--- src/rtl/mem_arb_pkg.sv ---
// Shared types and helpers for the IC/DC main-memory arbiter.
package mem_arb_pkg;

    typedef enum logic [1:0] {
        IDLE = 2'd0,
        BUSY = 2'd1,
        RESP = 2'd2
    } arb_state_t;

    typedef enum logic {
        GNT_IC = 1'b0,
        GNT_DC = 1'b1
    } gnt_id_t;

    localparam int LINE_WORDS = 4;

    // Word address of the first word of the line holding addr.
    function automatic logic [31:0] line_addr(input logic [31:0] addr);
        return addr & ~32'(LINE_WORDS - 1);
    endfunction

endpackage

--- src/rtl/mem_arbiter_rr.sv ---
// Two-way round-robin pick; last_grant is held by the parent.
module rr_arbiter2
    import mem_arb_pkg::*;
(
    input  logic    en,
    input  logic    req_ic,
    input  logic    req_dc,
    input  gnt_id_t last_grant,
    output gnt_id_t gnt_id,
    output logic    gnt_valid
);

    // A sole requester wins; a tie goes to the port not granted last.
    always_comb begin
        gnt_id    = GNT_IC;
        gnt_valid = 1'b0;
        if (en) begin
            if (req_ic && req_dc) begin
                gnt_valid = 1'b1;
                gnt_id    = (last_grant == GNT_IC) ? GNT_DC : GNT_IC;
            end else if (req_ic) begin
                gnt_valid = 1'b1;
                gnt_id    = GNT_IC;
            end else if (req_dc) begin
                gnt_valid = 1'b1;
                gnt_id    = GNT_DC;
            end
        end
    end

endmodule

--- src/rtl/mem_arbiter.sv ---
// Shares main memory between the IC refill port and the DC port.
//
// state | meaning
// ------+--------------------------------------------------------------
// IDLE  | no transaction; arbitrate and latch the winner's request
// BUSY  | memory beats 0..LATENCY-1 for the granted port
// RESP  | line registered, granted port's done high for this one cycle
//
// All outputs are registered: the output process computes the value each
// output takes in the next state, and a register stage applies it, so no
// req input reaches an output combinationally.
module mem_arbiter
    import mem_arb_pkg::*;
#(
    parameter int LATENCY = 4,
    parameter int ADDR_W  = 10,
    parameter int DATA_W  = 32
) (
    input  logic                         clk,
    input  logic                         rst_n,
    input  logic                         ic_req,
    input  logic [ADDR_W-1:0]            ic_addr,
    output logic [LINE_WORDS*DATA_W-1:0] ic_line,
    output logic                         ic_done,
    input  logic                         dc_req,
    input  logic                         dc_we,
    input  logic [ADDR_W-1:0]            dc_addr,
    input  logic [DATA_W-1:0]            dc_wdata,
    output logic [LINE_WORDS*DATA_W-1:0] dc_line,
    output logic                         dc_done,
    output logic                         busy,
    output logic [ADDR_W-1:0]            mem_address,
    output logic [DATA_W-1:0]            mem_data_in,
    output logic                         mem_write,
    output logic                         mem_waring,
    input  logic [LINE_WORDS*DATA_W-1:0] mem_read_value
);

    localparam int         LINE_W    = LINE_WORDS * DATA_W;
    localparam logic [3:0] LAST_BEAT = 4'(LATENCY - 1);

    arb_state_t        state, state_nxt;
    logic [3:0]        beat, beat_nxt;
    gnt_id_t           last_grant, last_grant_nxt;
    gnt_id_t           gnt_q, gnt_nxt;
    logic [ADDR_W-1:0] addr_q, addr_nxt;
    logic              we_q, we_nxt;
    logic [DATA_W-1:0] wdata_q, wdata_nxt;

    gnt_id_t           arb_id;
    logic              arb_valid;
    logic              line_done;

    logic              busy_nxt;
    logic              ic_done_nxt;
    logic              dc_done_nxt;
    logic              mem_write_nxt;
    logic              mem_waring_nxt;
    logic [ADDR_W-1:0] mem_address_nxt;
    logic [DATA_W-1:0] mem_data_in_nxt;
    logic [LINE_W-1:0] ic_line_nxt;
    logic [LINE_W-1:0] dc_line_nxt;

    rr_arbiter2 u_rr (
        .en         (state == IDLE),
        .req_ic     (ic_req),
        .req_dc     (dc_req),
        .last_grant (last_grant),
        .gnt_id     (arb_id),
        .gnt_valid  (arb_valid)
    );

    assign line_done = (state == BUSY) && (beat == LAST_BEAT);

    // State register plus the request fields latched at grant.
    always_ff @(posedge clk) begin
        if (!rst_n) begin
            state      <= IDLE;
            beat       <= '0;
            last_grant <= GNT_DC;
            gnt_q      <= GNT_IC;
            addr_q     <= '0;
            we_q       <= 1'b0;
            wdata_q    <= '0;
        end else begin
            state      <= state_nxt;
            beat       <= beat_nxt;
            last_grant <= last_grant_nxt;
            gnt_q      <= gnt_nxt;
            addr_q     <= addr_nxt;
            we_q       <= we_nxt;
            wdata_q    <= wdata_nxt;
        end
    end

    // Next state: grant in IDLE, count beats in BUSY, single RESP cycle.
    always_comb begin
        state_nxt      = state;
        beat_nxt       = beat;
        last_grant_nxt = last_grant;
        gnt_nxt        = gnt_q;
        addr_nxt       = addr_q;
        we_nxt         = we_q;
        wdata_nxt      = wdata_q;
        case (state)
            IDLE: begin
                if (arb_valid) begin
                    state_nxt      = BUSY;
                    beat_nxt       = '0;
                    gnt_nxt        = arb_id;
                    last_grant_nxt = arb_id;
                    wdata_nxt      = dc_wdata;
                    if (arb_id == GNT_IC) begin
                        addr_nxt = ic_addr;
                        we_nxt   = 1'b0;
                    end else begin
                        addr_nxt = dc_addr;
                        we_nxt   = dc_we;
                    end
                end
            end
            BUSY: begin
                if (beat == LAST_BEAT) begin
                    state_nxt = RESP;
                end else begin
                    beat_nxt = beat + 4'd1;
                end
            end
            RESP:    state_nxt = IDLE;
            default: state_nxt = IDLE;
        endcase
    end

    // Output values for the next cycle, derived from the next state.
    always_comb begin
        busy_nxt        = (state_nxt != IDLE);
        mem_write_nxt   = 1'b0;
        mem_waring_nxt  = 1'b0;
        mem_address_nxt = mem_address;
        mem_data_in_nxt = mem_data_in;
        if (state_nxt == BUSY) begin
            if (we_nxt) begin
                // A write puts its single word out on beat 0, then waits.
                if (beat_nxt == 4'd0) begin
                    mem_write_nxt   = 1'b1;
                    mem_address_nxt = addr_nxt;
                    mem_data_in_nxt = wdata_nxt;
                end else begin
                    mem_waring_nxt = 1'b1;
                end
            end else begin
                mem_waring_nxt  = 1'b1;
                mem_address_nxt = ADDR_W'(line_addr(32'(addr_nxt)));
            end
        end
        ic_done_nxt = (state_nxt == RESP) && (gnt_nxt == GNT_IC);
        dc_done_nxt = (state_nxt == RESP) && (gnt_nxt == GNT_DC);
        ic_line_nxt = ic_line;
        dc_line_nxt = dc_line;
        if (line_done && !we_q) begin
            if (gnt_q == GNT_IC) begin
                ic_line_nxt = mem_read_value;
            end else begin
                dc_line_nxt = mem_read_value;
            end
        end
    end

    // Output register stage.
    always_ff @(posedge clk) begin
        if (!rst_n) begin
            busy        <= 1'b0;
            ic_done     <= 1'b0;
            dc_done     <= 1'b0;
            mem_write   <= 1'b0;
            mem_waring  <= 1'b0;
            mem_address <= '0;
            mem_data_in <= '0;
            ic_line     <= '0;
            dc_line     <= '0;
        end else begin
            busy        <= busy_nxt;
            ic_done     <= ic_done_nxt;
            dc_done     <= dc_done_nxt;
            mem_write   <= mem_write_nxt;
            mem_waring  <= mem_waring_nxt;
            mem_address <= mem_address_nxt;
            mem_data_in <= mem_data_in_nxt;
            ic_line     <= ic_line_nxt;
            dc_line     <= dc_line_nxt;
        end
    end

endmodule
--- config.mk ---
export PLATFORM = sky130hd
export DESIGN_NAME = mem_arbiter
export DESIGN_NICKNAME = d
export VERILOG_FILES = /design/src/rtl/mem_arb_pkg.sv /design/src/rtl/mem_arbiter_rr.sv /design/src/rtl/mem_arbiter.sv
export SDC_FILE = /design/constraint.sdc
export NUM_CORES = 1
export LEC_CHECK = 0
export CORE_AREA = 4 4 186 188
export CTS_CLUSTER_DIAMETER = 30
export DETAILED_ROUTE_END_ITERATION = 16
export DIE_AREA = 0 0 190 192
export PLACE_DENSITY = 0.85
export SLEW_MARGIN = 20
export SYNTH_ARGS = -nofsm -noshare
export SYNTH_HDL_FRONTEND = slang
export SYNTH_HIERARCHICAL = 1
export SYNTH_SLANG_ARGS = --single-unit
export TNS_END_PERCENT = 20
--- constraint.sdc ---
create_clock -name clk -period 3.62 [get_ports clk]
set_input_delay 1.086 -clock clk [delete_from_list [all_inputs] [get_ports clk]]
set_output_delay 1.086 -clock clk [all_outputs]
set_load 0.02 [all_outputs]
==> impl_results.md, run 1 <==
- Run status: finished, final reports clean
- Chip width: 190 um
- Iteration count of the initial detailed-routing pass: 5
- Final worst clock skew: 22.71 ps
- Vias per cell: 5.057
- Proportion of synthesized chip area in sequential cells: 52.22%
- Worst-case reg-to-reg path depth: 9
- Area of the core region: 33,110 um^2
- Wire length of the first global-routing pass: 70,420 um
- Share of final-layout standard cells stronger than drive strength 1: 9.161%
- Number of antenna violations at the first check in global routing: 1
- Count of fill cells added during filler insertion: 2,467
- Sum of overflow across all layers after global routing: 0
- CP Launch Type: input pin
- Area fraction of the dominant cell type after synthesis: 52.22%
- Final nets: 2,213
- Starting utilization of the core area: 40.98%
- Final weighted congestion of routability-driven global placement: 0.8381
- Synth Instances: 1,561
- WP buf/inv: 2
- Clock root buffer master: sky130_fd_sc_hd__clkbuf_16
- Final worst-path cycle share: 86.49%
- Time the worst path needs with I/O delays and setup: 3131 ps
- Total of max-cap violations: 0
- Leading area contributor after synthesis: sky130_fd_sc_hd__dfxtp_1
- CP arrival: 3570 ps
- Type of the worst setup path: input pin to flip-flop
- Vias in the first global route: 12,821
- Worst setup path endpoint: mem_address[9]
- GRT Resource Usage Total: 23.92%
- Hpwl dp: 30,130 um
- Final setup violating endpoints: 0
- Number of clock sinks: 354
- Number of buffer cells added on primary ports: 487
- Async SR Flop Fraction: 0%
- Unrepaired setup endpoints after global routing: no
- Cell type of the slowest stage on the worst timing path: sky130_fd_sc_hd__clkdlybuf4s50_1
- Routed length per placed instance: 18.21 um
- Slew at the pin closest to its max-slew limit: 894.5 ps
- Largest driver fanout on the critical path: 16
- Clock tree buffer depth: 3
- Yosys warning count: 6
- Largest incremental delay on the critical path: 520 ps
- Clock-pin transition on the worst setup and hold timing paths: 50 ps
- Highest clock rate: 319.4 MHz
- Family with the most delay on the worst path: buffers and inverters
- Boundary pin count: 488
- Worst IR Drop VDD: 0.3635 mV
- Startpoint of the lowest-slack register-to-register path: state[0]
- Residual DRC count: 0
- Total negative slack: 0 ps
- # H-tree levels: 3
- Slack of the worst reg-to-reg path: 720 ps
- Die footprint: 36,480 um^2
- Worst Hold Slack: 461.0 ps
- Number of DRC markers after the initial detailed-route iteration: 644
- Post-detailed-route count of antenna-violating nets: 0
- Nets in the synthesized netlist: 1,747
- Hold buffer count at cts: 0
- Power per cell area: 531.0 nW/um^2
- Number of max-slew violations in the final report: 0
- Leak pwr: 7.466 nW
- Reg2Reg Capture Point: mem_address[9]
- Vias: 12,815
- Commonest register cell after synthesis: sky130_fd_sc_hd__dfxtp_1
- Relative max-transition margin: 40.37%
- Cell area after synthesis: 13,570 um^2
- Worst skew pair latency: 550 ps
- Synthesis-to-finish area growth: 57.16%
- Post-cts resize count: 0
- Critical path cell sequence: clkdlybuf4s50_1, o21a_1, nor3b_2, mux2i_1, buf_4, and2_0, a22oi_1, o211ai_1
- Post-placement cell area: 18,840 um^2
- Worst endpoint required time: 4060 ps
- Maximum number of pins on one net before global-route repair: 189
- Post CTS Setup Buffer Count: 0
- Type of the tightest min-delay check: flip-flop to flip-flop
- Average footprint of a synthesized cell: 8.693 um^2
- Number of buffers added by the clock tree synthesis step: 72
- Leading cell types by total area after synthesis: sky130_fd_sc_hd__dfxtp_1 52%, sky130_fd_sc_hd__nand2_1 17%, sky130_fd_sc_hd__a21boi_0 16%, sky130_fd_sc_hd__clkbuf_1 3.0%, sky130_fd_sc_hd__mux2_2 2.0%
- Number of different library cells in the post-synthesis netlist: 46
- Fin area: 21,330 um^2
- Number of synthesized register bits: 354
- Number of flops mapped to enable cells by yosys: 0
- Post-Route WL: 46,140 um
- Row cnt: 67
- TritonCTS clock tree: done
- Element type at the critical path end: flip-flop
- Final-report hold violation count: 0
- Worst path depth: 8
- Vert. Die Dim: 192 um
- Start point of the critical path: ic_req
==> worst register-to-register path, delay by kind of cell, from the launching register on <==
family          cells  cell delay (ps)
simple gates        3              980
compound gates      3              560
buf+inv             2              520
flops               1              360
mux                 1              370
==> layout by cell type (no fill, tap or decap), types with 3 or more instances in the layout <==
master and instances:
sky130_fd_sc_hd__a21boi_0 290, sky130_fd_sc_hd__a21oi_1 3, sky130_fd_sc_hd__a22oi_1 7, sky130_fd_sc_hd__and2_1 36, sky130_fd_sc_hd__buf_12 8, sky130_fd_sc_hd__buf_4 16
sky130_fd_sc_hd__bufinv_16 7, sky130_fd_sc_hd__clkbuf_16 75, sky130_fd_sc_hd__clkbuf_8 7, sky130_fd_sc_hd__clkdlybuf4s50_1 486, sky130_fd_sc_hd__clkinv_2 13, sky130_fd_sc_hd__clkinv_4 4
sky130_fd_sc_hd__clkinvlp_4 12, sky130_fd_sc_hd__dfxtp_1 354, sky130_fd_sc_hd__inv_1 3, sky130_fd_sc_hd__inv_6 13, sky130_fd_sc_hd__mux2_1 8, sky130_fd_sc_hd__mux2_2 24
sky130_fd_sc_hd__mux2i_1 20, sky130_fd_sc_hd__nand2_1 597, sky130_fd_sc_hd__nand3b_1 10, sky130_fd_sc_hd__nor2_1 16, sky130_fd_sc_hd__nor2b_1 5, sky130_fd_sc_hd__nor3_1 3
sky130_fd_sc_hd__nor4b_1 7, sky130_fd_sc_hd__o211a_1 3, sky130_fd_sc_hd__o211ai_1 23, sky130_fd_sc_hd__o21a_1 3
==> cells in the mapped netlist (5+ instances only) <==
cell and number:
sky130_fd_sc_hd__o211ai_1 23, sky130_fd_sc_hd__nand2_1 597, sky130_fd_sc_hd__nor2_1 16, sky130_fd_sc_hd__mux2i_1 20
sky130_fd_sc_hd__clkbuf_1 110, sky130_fd_sc_hd__mux2_1 8, sky130_fd_sc_hd__and2_1 36, sky130_fd_sc_hd__nand3b_1 10
sky130_fd_sc_hd__mux2_2 24, sky130_fd_sc_hd__nor4b_1 7, sky130_fd_sc_hd__a22oi_1 7, sky130_fd_sc_hd__dfxtp_1 354
sky130_fd_sc_hd__a21boi_0 290, sky130_fd_sc_hd__nor2b_1 5, sky130_fd_sc_hd__buf_2 5
==> stage by stage <==
step / utilization [%] / power (mW) / cells / worst slack [ps]
floorplan: - / 4.386 / 1561 / 470.2
global placement: 56.90 / 4.742 / 2401 / 138.1
detailed placement: 56.90 / 4.757 / 2401 / -2.434
CTS: 64.39 / 11.42 / 2533 / 520.5
global route: 64.41 / 11.68 / 2534 / 366.9
finish: 64.41 / 11.33 / 2534 / 488.9
==> routing by layer <==
layer	up-vias	global-route usage, %	wire [um]
met1	6037	26.94	17220
met4	0	9.683	1436
li1	6077	-	-
met3	107	7.325	4277
met2	594	42.26	23210
met5	-	0	0
==> logic make-up (layout without fill, tap and decap cells) <==
kind of cell | count (synthesis) | count (layout) | synth area share, %
flip-flops | 354 | 354 | 52.22
buffers and inverters | 123 | 647 | 3.587
adder cells (fa/ha/maj) | 1 | 1 | 0.09219
AO/OA/AOI/OAI | 339 | 339 | 18.84
other | 0 | 1 | 0
multiplexers | 52 | 52 | 4.131
AND/OR/NAND/NOR | 692 | 692 | 21.13
==> worst min-delay path by stage <==
stage,from,end,slack [ps],cells past startpoint
2_1_floorplan,wdata_q[10],wdata_q[10],450,2
3_3_place_gp,ic_line[31],ic_line[31],450,2
3_5_place_dp,ic_line[58],ic_line[58],460,2
4_1_cts,ic_line[84],ic_line[84],460,2
5_1_grt,dc_line[51],dc_line[51],480,2
6_report,ic_line[22],ic_line[22],460,2
==> registers in the layout (all words and copies together) (netlist names), 2 cells and up <==
| signal | count |
|---|---|
| mem_data_in | 32 |
| addr_q | 10 |
| beat | 4 |
| wdata_q | 32 |
| dc_line | 128 |
| state | 2 |
| mem_address | 10 |
| ic_line | 128 |
==> layout make-up <==
type                    count  area (um^2)  share of cell area, %
inverters                   3        11.26                0.05280
clock inverters            49        514.2                  2.411
clock buffers              83         1967                  9.222
multi-input cells        1084         6016                  28.21
well taps                 448        560.5                  2.628
diodes                      1        2.502                0.01173
flip-flops and latches    354         7087                  33.23
repair buffers            512         5170                  24.24
==> where the power goes <==
part           internal (mW)  leakage, nW  switching (mW)
Sequential              3.98         2.86          0.0371
Clock                   4.43         1.20            2.20
Combinational          0.366         3.41           0.318
Total                   8.77         7.47            2.56
Power figures use the tool's default switching activity.
==> inputs of run 2 (changes only) <==
--- a/config.mk
+++ b/config.mk
@@ -5,14 +5,14 @@
 export SDC_FILE = /design/constraint.sdc
 export NUM_CORES = 1
 export LEC_CHECK = 0
-export CORE_AREA = 4 4 186 188
+export CORE_AREA = 4 4 185 187
 export CTS_CLUSTER_DIAMETER = 30
 export DETAILED_ROUTE_END_ITERATION = 16
-export DIE_AREA = 0 0 190 192
-export PLACE_DENSITY = 0.85
+export DIE_AREA = 0 0 189 191
+export DONT_BUFFER_PORTS = 1
+export PLACE_DENSITY = 0.63
 export SLEW_MARGIN = 20
 export SYNTH_ARGS = -nofsm -noshare
 export SYNTH_HDL_FRONTEND = slang
-export SYNTH_HIERARCHICAL = 1
 export SYNTH_SLANG_ARGS = --single-unit
 export TNS_END_PERCENT = 20
==> run 2 against run 1 <==
  * Flip-flop and latch count unchanged
  * Core utilization is 17 points lower
  * Non-clock buffer count decreased by 492
  * Sequential power up 1%
  * Largest cell class unchanged
  * Highest routed layer unchanged
  * Via count is 18% lower
==> impl_results.md, run 2 <==
- Antenna cells: 0 (-1)
- Number of max-slew violations in the final report: 0 (unchanged)
- Leading cell type in the layout, fill and taps excluded: sky130_fd_sc_hd__nand2_1
- Highest clock rate: 343.6 MHz (+7.6%)
- Clock tree buffer depth: 3 (unchanged)
- Final weighted congestion of routability-driven global placement: 0.8334 (-0.56%)
- Power per cell area: 717.5 nW/um^2 (+35%)
- Leading cell types in the layout, fill and taps excluded: 582 x sky130_fd_sc_hd__nand2_1, 354 x sky130_fd_sc_hd__dfxtp_1, 297 x sky130_fd_sc_hd__a21oi_1
- Average footprint of a synthesized cell: 8.292 um^2 (-4.6%)
- CP arrival: 3350 ps (-220 ps)
- Worst endpoint required time: 4060 ps (about the same)
- Final setup violating endpoints: 0 (unchanged)
- Type of the tightest min-delay check: flip-flop to flip-flop
- Element type at the critical path end: flip-flop
- Post-detailed-route count of antenna-violating nets: 0 (unchanged)
- Number of flops mapped to enable cells by yosys: 0 (unchanged)
- Most used standard cell by instance count after synthesis: sky130_fd_sc_hd__nand2_1
- Number of buffer cells added on primary ports: 0 (-100%)
- Largest driver fanout on the critical path: 25 (+9)
- List of most frequent post-synthesis cells: 582 x sky130_fd_sc_hd__nand2_1, 354 x sky130_fd_sc_hd__dfxtp_1, 297 x sky130_fd_sc_hd__a21oi_1, 100 x sky130_fd_sc_hd__clkbuf_1, 42 x sky130_fd_sc_hd__and2_1
- Total negative slack: 0 ps (unchanged)
- Worst Hold Slack: 454.2 ps (-6.838 ps)
- Time the worst path needs with I/O delays and setup: 2910 ps (-220.8 ps)
- Routed length per placed instance: 19.56 um (+7.4%)
- Placed Instances: 1,874 (-22%)
- Total of max-cap violations: 0 (unchanged)
- Number of antenna violations at the first check in global routing: 0 (-1)
- Post-cts resize count: 0 (unchanged)
- Area of the core region: 32,450 um^2 (-2.0%)
- Area taken by multi-input logic gates: 5089 um^2 (-15%)
- Startpoint of the lowest-slack register-to-register path: beat[0]
- Vias: 10,460 (-18%)
- Iteration count of the initial detailed-routing pass: 6 (+1)
- Final worst-path cycle share: 80.39% (-6.1 points)
- Yosys warning count: 0 (-6)
- Proportion of synthesized chip area in sequential cells: 56.15% (+3.9 points)
- Post CTS Setup Buffer Count: 0 (unchanged)
- GRT Resource Usage Total: 20.32% (-3.6 points)
- Worst skew pair latency: 560 ps (about the same)
- Count of fill cells added during filler insertion: 3,076 (+25%)
- Clock root buffer master: sky130_fd_sc_hd__clkbuf_16
- Leading area contributor after synthesis: sky130_fd_sc_hd__dfxtp_1
- Nets in the synthesized netlist: 1,708 (-2.2%)
- Reg2Reg Capture Point: mem_data_in[12]
- Worst min-delay path endpoint: wdata_q[3]
- Largest regs: dc_line: 128 flops, ic_line: 128 flops
- Clock-pin transition on the worst setup and hold timing paths: 50 ps (about the same)
- Final-report hold violation count: 0 (unchanged)
- Residual DRC count: 0 (unchanged)
- Final worst clock skew: 22.65 ps (-0.06190 ps)
- Number of clock sinks: 354 (unchanged)
- Maximum number of pins on one net before global-route repair: 115 (-39%)
- Synth Instances: 1,522 (-2.5%)
- CP Launch Type: flip-flop
- Vert. Die Dim: 191 um (-0.52%)
- Sum of overflow across all layers after global routing: 0 (unchanged)
- Die footprint: 36,100 um^2 (-1.0%)
- Area fraction of the dominant cell type after synthesis: 56.15% (+3.9 points)
- Min-Delay Path Depth: 2 (unchanged)
- Wire length of the first global-routing pass: 58,470 um (-17%)
- Final nets: 1,696 (-23%)
- Run status: finished, final reports clean
- Hpwl dp: 26,320 um (-13%)
- Post-Route WL: 39,370 um (-15%)
- Leak pwr: 5.532 nW (-26%)
- Commonest register cell after synthesis: sky130_fd_sc_hd__dfxtp_1
- Post-Layout Cell Count: 2,013 (-21%)
- Number of different library cells in the post-synthesis netlist: 38 (-17%)
- Leading cell types by total area after synthesis: sky130_fd_sc_hd__dfxtp_1 56%, sky130_fd_sc_hd__nand2_1 17%, sky130_fd_sc_hd__a21oi_1 12%, sky130_fd_sc_hd__mux2_4 3.2%, sky130_fd_sc_hd__clkbuf_1 3.0%
- Async SR Flop Fraction: 0% (unchanged)
- # H-tree levels: 3 (unchanged)
- Relative max-transition margin: 35.73% (-4.6 points)
- Hold_sp: wdata_q[3]
- Cell area after synthesis: 12,620 um^2 (-7.0%)
- Number of DRC markers after the initial detailed-route iteration: 563 (-13%)
- Number of synthesized register bits: 354 (unchanged)
- Slew at the pin closest to its max-slew limit: 964.1 ps (+69.60 ps)
- Vias per cell: 5.196 (+2.7%)
- Starting utilization of the core area: 38.89% (-2.1 points)
- Unrepaired setup endpoints after global routing: no
- Row cnt: 66 (-1.5%)
- Number of buffers added by the clock tree synthesis step: 76 (+5.6%)
- Slack of the worst reg-to-reg path: 710 ps (about the same)
- TritonCTS clock tree: done
- Worst-case reg-to-reg path depth: 7 (-2)
- Share of final-layout standard cells stronger than drive strength 1: 13.05% (+3.9 points)
- Synthesis-to-finish area growth: 23.17%
- Boundary pin count: 488 (unchanged)
- Sequential cell area: 7087 um^2 (unchanged)
- Worst IR Drop VDD: 0.5577 mV (+53%)
- Chip width: 189 um (-0.53%)
- Hold buffer count at cts: 0 (unchanged)
- Vias in the first global route: 10,234 (-20%)
- Type of the worst setup path: flip-flop to flip-flop
## run 2: cell types whose count changed in the layout (fill, tap and decap cells not counted), moves of 8 or more
| cell | delta |
|---|---|
| sky130_fd_sc_hd__mux2_2 | -11 |
| sky130_fd_sc_hd__mux2_4 | +27 |
| sky130_fd_sc_hd__clkdlybuf4s50_1 | -486 |
| sky130_fd_sc_hd__a21boi_0 | -290 |
| sky130_fd_sc_hd__nand2_1 | -15 |
| sky130_fd_sc_hd__a21oi_1 | +294 |
| sky130_fd_sc_hd__mux2i_1 | -20 |
| sky130_fd_sc_hd__nand3b_1 | -10 |
| sky130_fd_sc_hd__mux2_1 | -8 |
| sky130_fd_sc_hd__o211ai_1 | -23 |
## run 2: critical path, cell delays in order (launching register included)
cell	delay [ps]
sky130_fd_sc_hd__dfxtp_1	450
sky130_fd_sc_hd__ha_1	250
sky130_fd_sc_hd__nor3b_2	350
sky130_fd_sc_hd__a311o_2	190
sky130_fd_sc_hd__nand4_2	180
sky130_fd_sc_hd__or4_2	720
sky130_fd_sc_hd__buf_4	300
sky130_fd_sc_hd__mux2_4	350
## run 2: worst max-delay path by stage
stage          slack (ps)              end  startpoint  depth (start not counted)
5_1_grt               550  mem_data_in[30]     beat[0]                          7
3_5_place_dp          420  mem_data_in[13]      dc_req                          6
6_report              710  mem_data_in[12]     beat[0]                          7
4_1_cts               710  mem_data_in[25]     beat[0]                          7
3_3_place_gp          440   mem_data_in[8]      dc_req                          6
2_1_floorplan         750  mem_data_in[24]      dc_req                          7
## run 2: stage by stage
step / power [mW] / instance area, um^2 / util, % / setup slack (ps)
finish: 11.15 / 15540 / 47.90 / 709.7
floorplan: 4.350 / 12620 / - / 753.2
global route: 11.52 / 15540 / 47.90 / 549.6
detailed placement: 4.430 / 12960 / 39.95 / 418.2
global placement: 4.419 / 12960 / 39.95 / 442.8
CTS: 11.28 / 15540 / 47.90 / 706.5
## run 2: layer usage
metal	vias up	global-route usage, %	wire length (um)
met2	524	33.67	18970
met4	0	9.669	1503
li1	4958	-	-
met3	86	9.971	5085
met1	4892	21.82	13810
met5	-	0	0
## run 2: logic make-up (layout without fill, tap and decap cells)
logic type                 after synthesis  count (layout)  share of synthesized area, %
adders and majority gates                1               1                       0.09912
and+or+nand+nor                        699             699                         22.80
muxes                                   40              40                         4.372
DFF                                    354             354                         56.15
AOI/OAI and AO/OA                      314             314                         12.81
buffers and inverters                  114             163                         3.767
## run 2: layout make-up
cell class              instances  share of cell area [%]
clock buffers                  87                   13.03
clock inverters                52                   3.574
inverters                       4                  0.1449
multi-input cells            1054                   32.74
flip-flops and latches        354                   45.59
well taps                     442                   3.558
repair buffers                 20                   1.368
## run 2: power by group
part           internal [mW]  switching (mW)  leakage (nW)
Sequential              3.98          0.0765          2.86
Combinational          0.106           0.191          1.44
Clock                   4.55            2.25          1.22
==> inputs of run 3 (changes only) <==
==> constraint.sdc (replaced) <==
create_clock -name clk -period 3 [get_ports clk]
set_input_delay 0.9 -clock clk [delete_from_list [all_inputs] [get_ports clk]]
set_output_delay 0.9 -clock clk [all_outputs]
set_load 0.02 [all_outputs]
==> run 3 against run 2 <==
  * Clock skew shrank 1.7 ps
  * Via count shrank 0.65%
  * Combinational power grew 26%
  * Non-clock buffer count grew 2
  * Critical endpoint is now mem_data_in[5]
==> impl_results.md, run 3 (synthesized netlist as in run 2, its figures left out) <==
- Run status: finished, final reports clean
- Worst endpoint required time: 3440 ps (-620 ps)
- Number of max-slew violations in the final report: 0 (unchanged)
- Time the worst path needs with I/O delays and setup: 2765 ps (-145.6 ps)
- Count of fill cells added during filler insertion: 3,086 (+0.33%)
- # H-tree levels: 3 (unchanged)
- Highest clock rate: 361.7 MHz (+5.3%)
- Starting utilization of the core area: 38.89% (unchanged)
- Maximum number of pins on one net before global-route repair: 129 (+12%)
- Residual DRC count: 0 (unchanged)
- Vias in the first global route: 10,445 (+2.1%)
- Clock-pin transition on the worst setup and hold timing paths: 50 ps (about the same)
- Number of clock sinks: 354 (unchanged)
- Vert. Die Dim: 191 um (unchanged)
- CP arrival: 3210 ps (-140 ps)
- Largest driver fanout on the critical path: 13 (-48%)
- Type of the worst setup path: flip-flop to flip-flop
- Sum of overflow across all layers after global routing: 0 (unchanged)
- Leading cell types in the layout, fill and taps excluded: 582 x sky130_fd_sc_hd__nand2_1, 354 x sky130_fd_sc_hd__dfxtp_1, 297 x sky130_fd_sc_hd__a21oi_1
- Leading cell type in the layout, fill and taps excluded: sky130_fd_sc_hd__nand2_1
- Routed length per placed instance: 19.78 um (+1.1%)
- Post-cts resize count: 0 (unchanged)
- Final weighted congestion of routability-driven global placement: 0.8346 (+0.14%)
- Number of DRC markers after the initial detailed-route iteration: 529 (-6.0%)
- Worst-case reg-to-reg path depth: 7 (unchanged)
- Vias: 10,392 (-0.65%)
- Total of max-cap violations: 0 (unchanged)
- Number of buffers added by the clock tree synthesis step: 75 (-1.3%)
- Post-Route WL: 39,880 um (+1.3%)
- Worst Hold Slack: 430.9 ps (-23.33 ps)
- Min-Delay Path Depth: 1 (-1)
- Synthesis-to-finish area growth: 23.93%
- Final-report hold violation count: 0 (unchanged)
- Relative max-transition margin: 47.61% (+12 points)
- Leak pwr: 5.601 nW (+1.3%)
- Chip width: 189 um (unchanged)
- Type of the tightest min-delay check: input pin to flip-flop
- Number of antenna violations at the first check in global routing: 0 (unchanged)
- Wire length of the first global-routing pass: 59,500 um (+1.8%)
- TritonCTS clock tree: done
- Largest regs: dc_line: 128 flops, ic_line: 128 flops
- Post-detailed-route count of antenna-violating nets: 0 (unchanged)
- Final worst-path cycle share: 92.16% (+12 points)
- Slew at the pin closest to its max-slew limit: 785.8 ps (-178.3 ps)
- Power per cell area: 870.0 nW/um^2 (+21%)
- Share of final-layout standard cells stronger than drive strength 1: 12.85% (-0.20 points)
- Number of buffer cells added on primary ports: 0 (unchanged)
- Worst IR Drop VDD: 0.6038 mV (+8.3%)
- GRT Resource Usage Total: 20.70% (+0.37 points)
- Post CTS Setup Buffer Count: 0 (unchanged)
- Unrepaired setup endpoints after global routing: no
- Worst skew pair latency: 570 ps (about the same)
- Hold buffer count at cts: 0 (unchanged)
- Final nets: 1,697 (+0.059%)
- CP Launch Type: flip-flop
- Hpwl dp: 26,340 um (about the same)
- Iteration count of the initial detailed-routing pass: 5 (-1)
- Die footprint: 36,100 um^2 (unchanged)
- Vias per cell: 5.155 (-0.80%)
- Clock root buffer master: sky130_fd_sc_hd__clkbuf_16
- Final worst clock skew: 20.96 ps (-1.690 ps)
- Clock tree buffer depth: 3 (unchanged)
- Row cnt: 66 (unchanged)
- Area of the core region: 32,450 um^2 (unchanged)
- Final setup violating endpoints: 0 (unchanged)
- Boundary pin count: 488 (unchanged)
- Total negative slack: 0 ps (unchanged)
- Element type at the critical path end: flip-flop
[run 3: final timing paths]
check,end,startpoint,slack (ps)
worst max-delay path,mem_data_in[5],beat[0],240
worst min-delay path,last_grant,rst_n,430
worst max register to register,mem_data_in[5],beat[0],240
worst min register to register,wdata_q[18],wdata_q[18],460
[run 3: layout make-up]
type	count	area, um^2	area share, %
diodes	2	5.005	0.03200
clock buffers	93	2057	13.15
clock inverters	45	550.5	3.520
inverters	4	22.52	0.1440
multi-input cells	1054	5089	32.53
flip-flops and latches	354	7087	45.31
well taps	442	553.0	3.536
repair buffers	22	277.8	1.776
[run 3: power by group]
| group | total, mW | leakage [nW] | switching (mW) | internal [mW] |
|---|---|---|---|---|
| logic | 0.373 | 1.47 | 0.235 | 0.138 |
| clock network | 8.34 | 1.26 | 2.61 | 5.73 |
| registers | 4.90 | 2.86 | 0.0930 | 4.80 |
[run 3: layer usage]
layer	up-vias	share of wire (%)	track usage, %
met5	-	0	0
met4	0	3.6	10.20
met3	84	12	9.569
met2	461	49	33.79
met1	4898	36	22.85
li1	4949	-	-
[run 3: through the flow]
| stage | utilization (%) | cells | setup slack, ps | total power, mW | area, um^2 |
|---|---|---|---|---|---|
| floorplan | - | 1522 | 319.2 | 5.249 | 12620 |
| detailed placement | 40.15 | 1876 | 124.3 | 5.356 | 13030 |
| global placement | 40.15 | 1876 | 128.8 | 5.344 | 13030 |
| finish | 48.20 | 2016 | 235.3 | 13.61 | 15640 |
| CTS | 48.18 | 2014 | 253.5 | 13.75 | 15640 |
| global route | 48.18 | 2014 | 106.3 | 14.04 | 15640 |
[run 3: critical path, stage by stage, from the launching register on]
cell	delay, ps
sky130_fd_sc_hd__dfxtp_1	430
sky130_fd_sc_hd__ha_1	240
sky130_fd_sc_hd__nor3b_2	340
sky130_fd_sc_hd__a311o_2	190
sky130_fd_sc_hd__nand4_2	110
sky130_fd_sc_hd__or4_2	750
sky130_fd_sc_hd__buf_4	260
sky130_fd_sc_hd__mux2_4	320
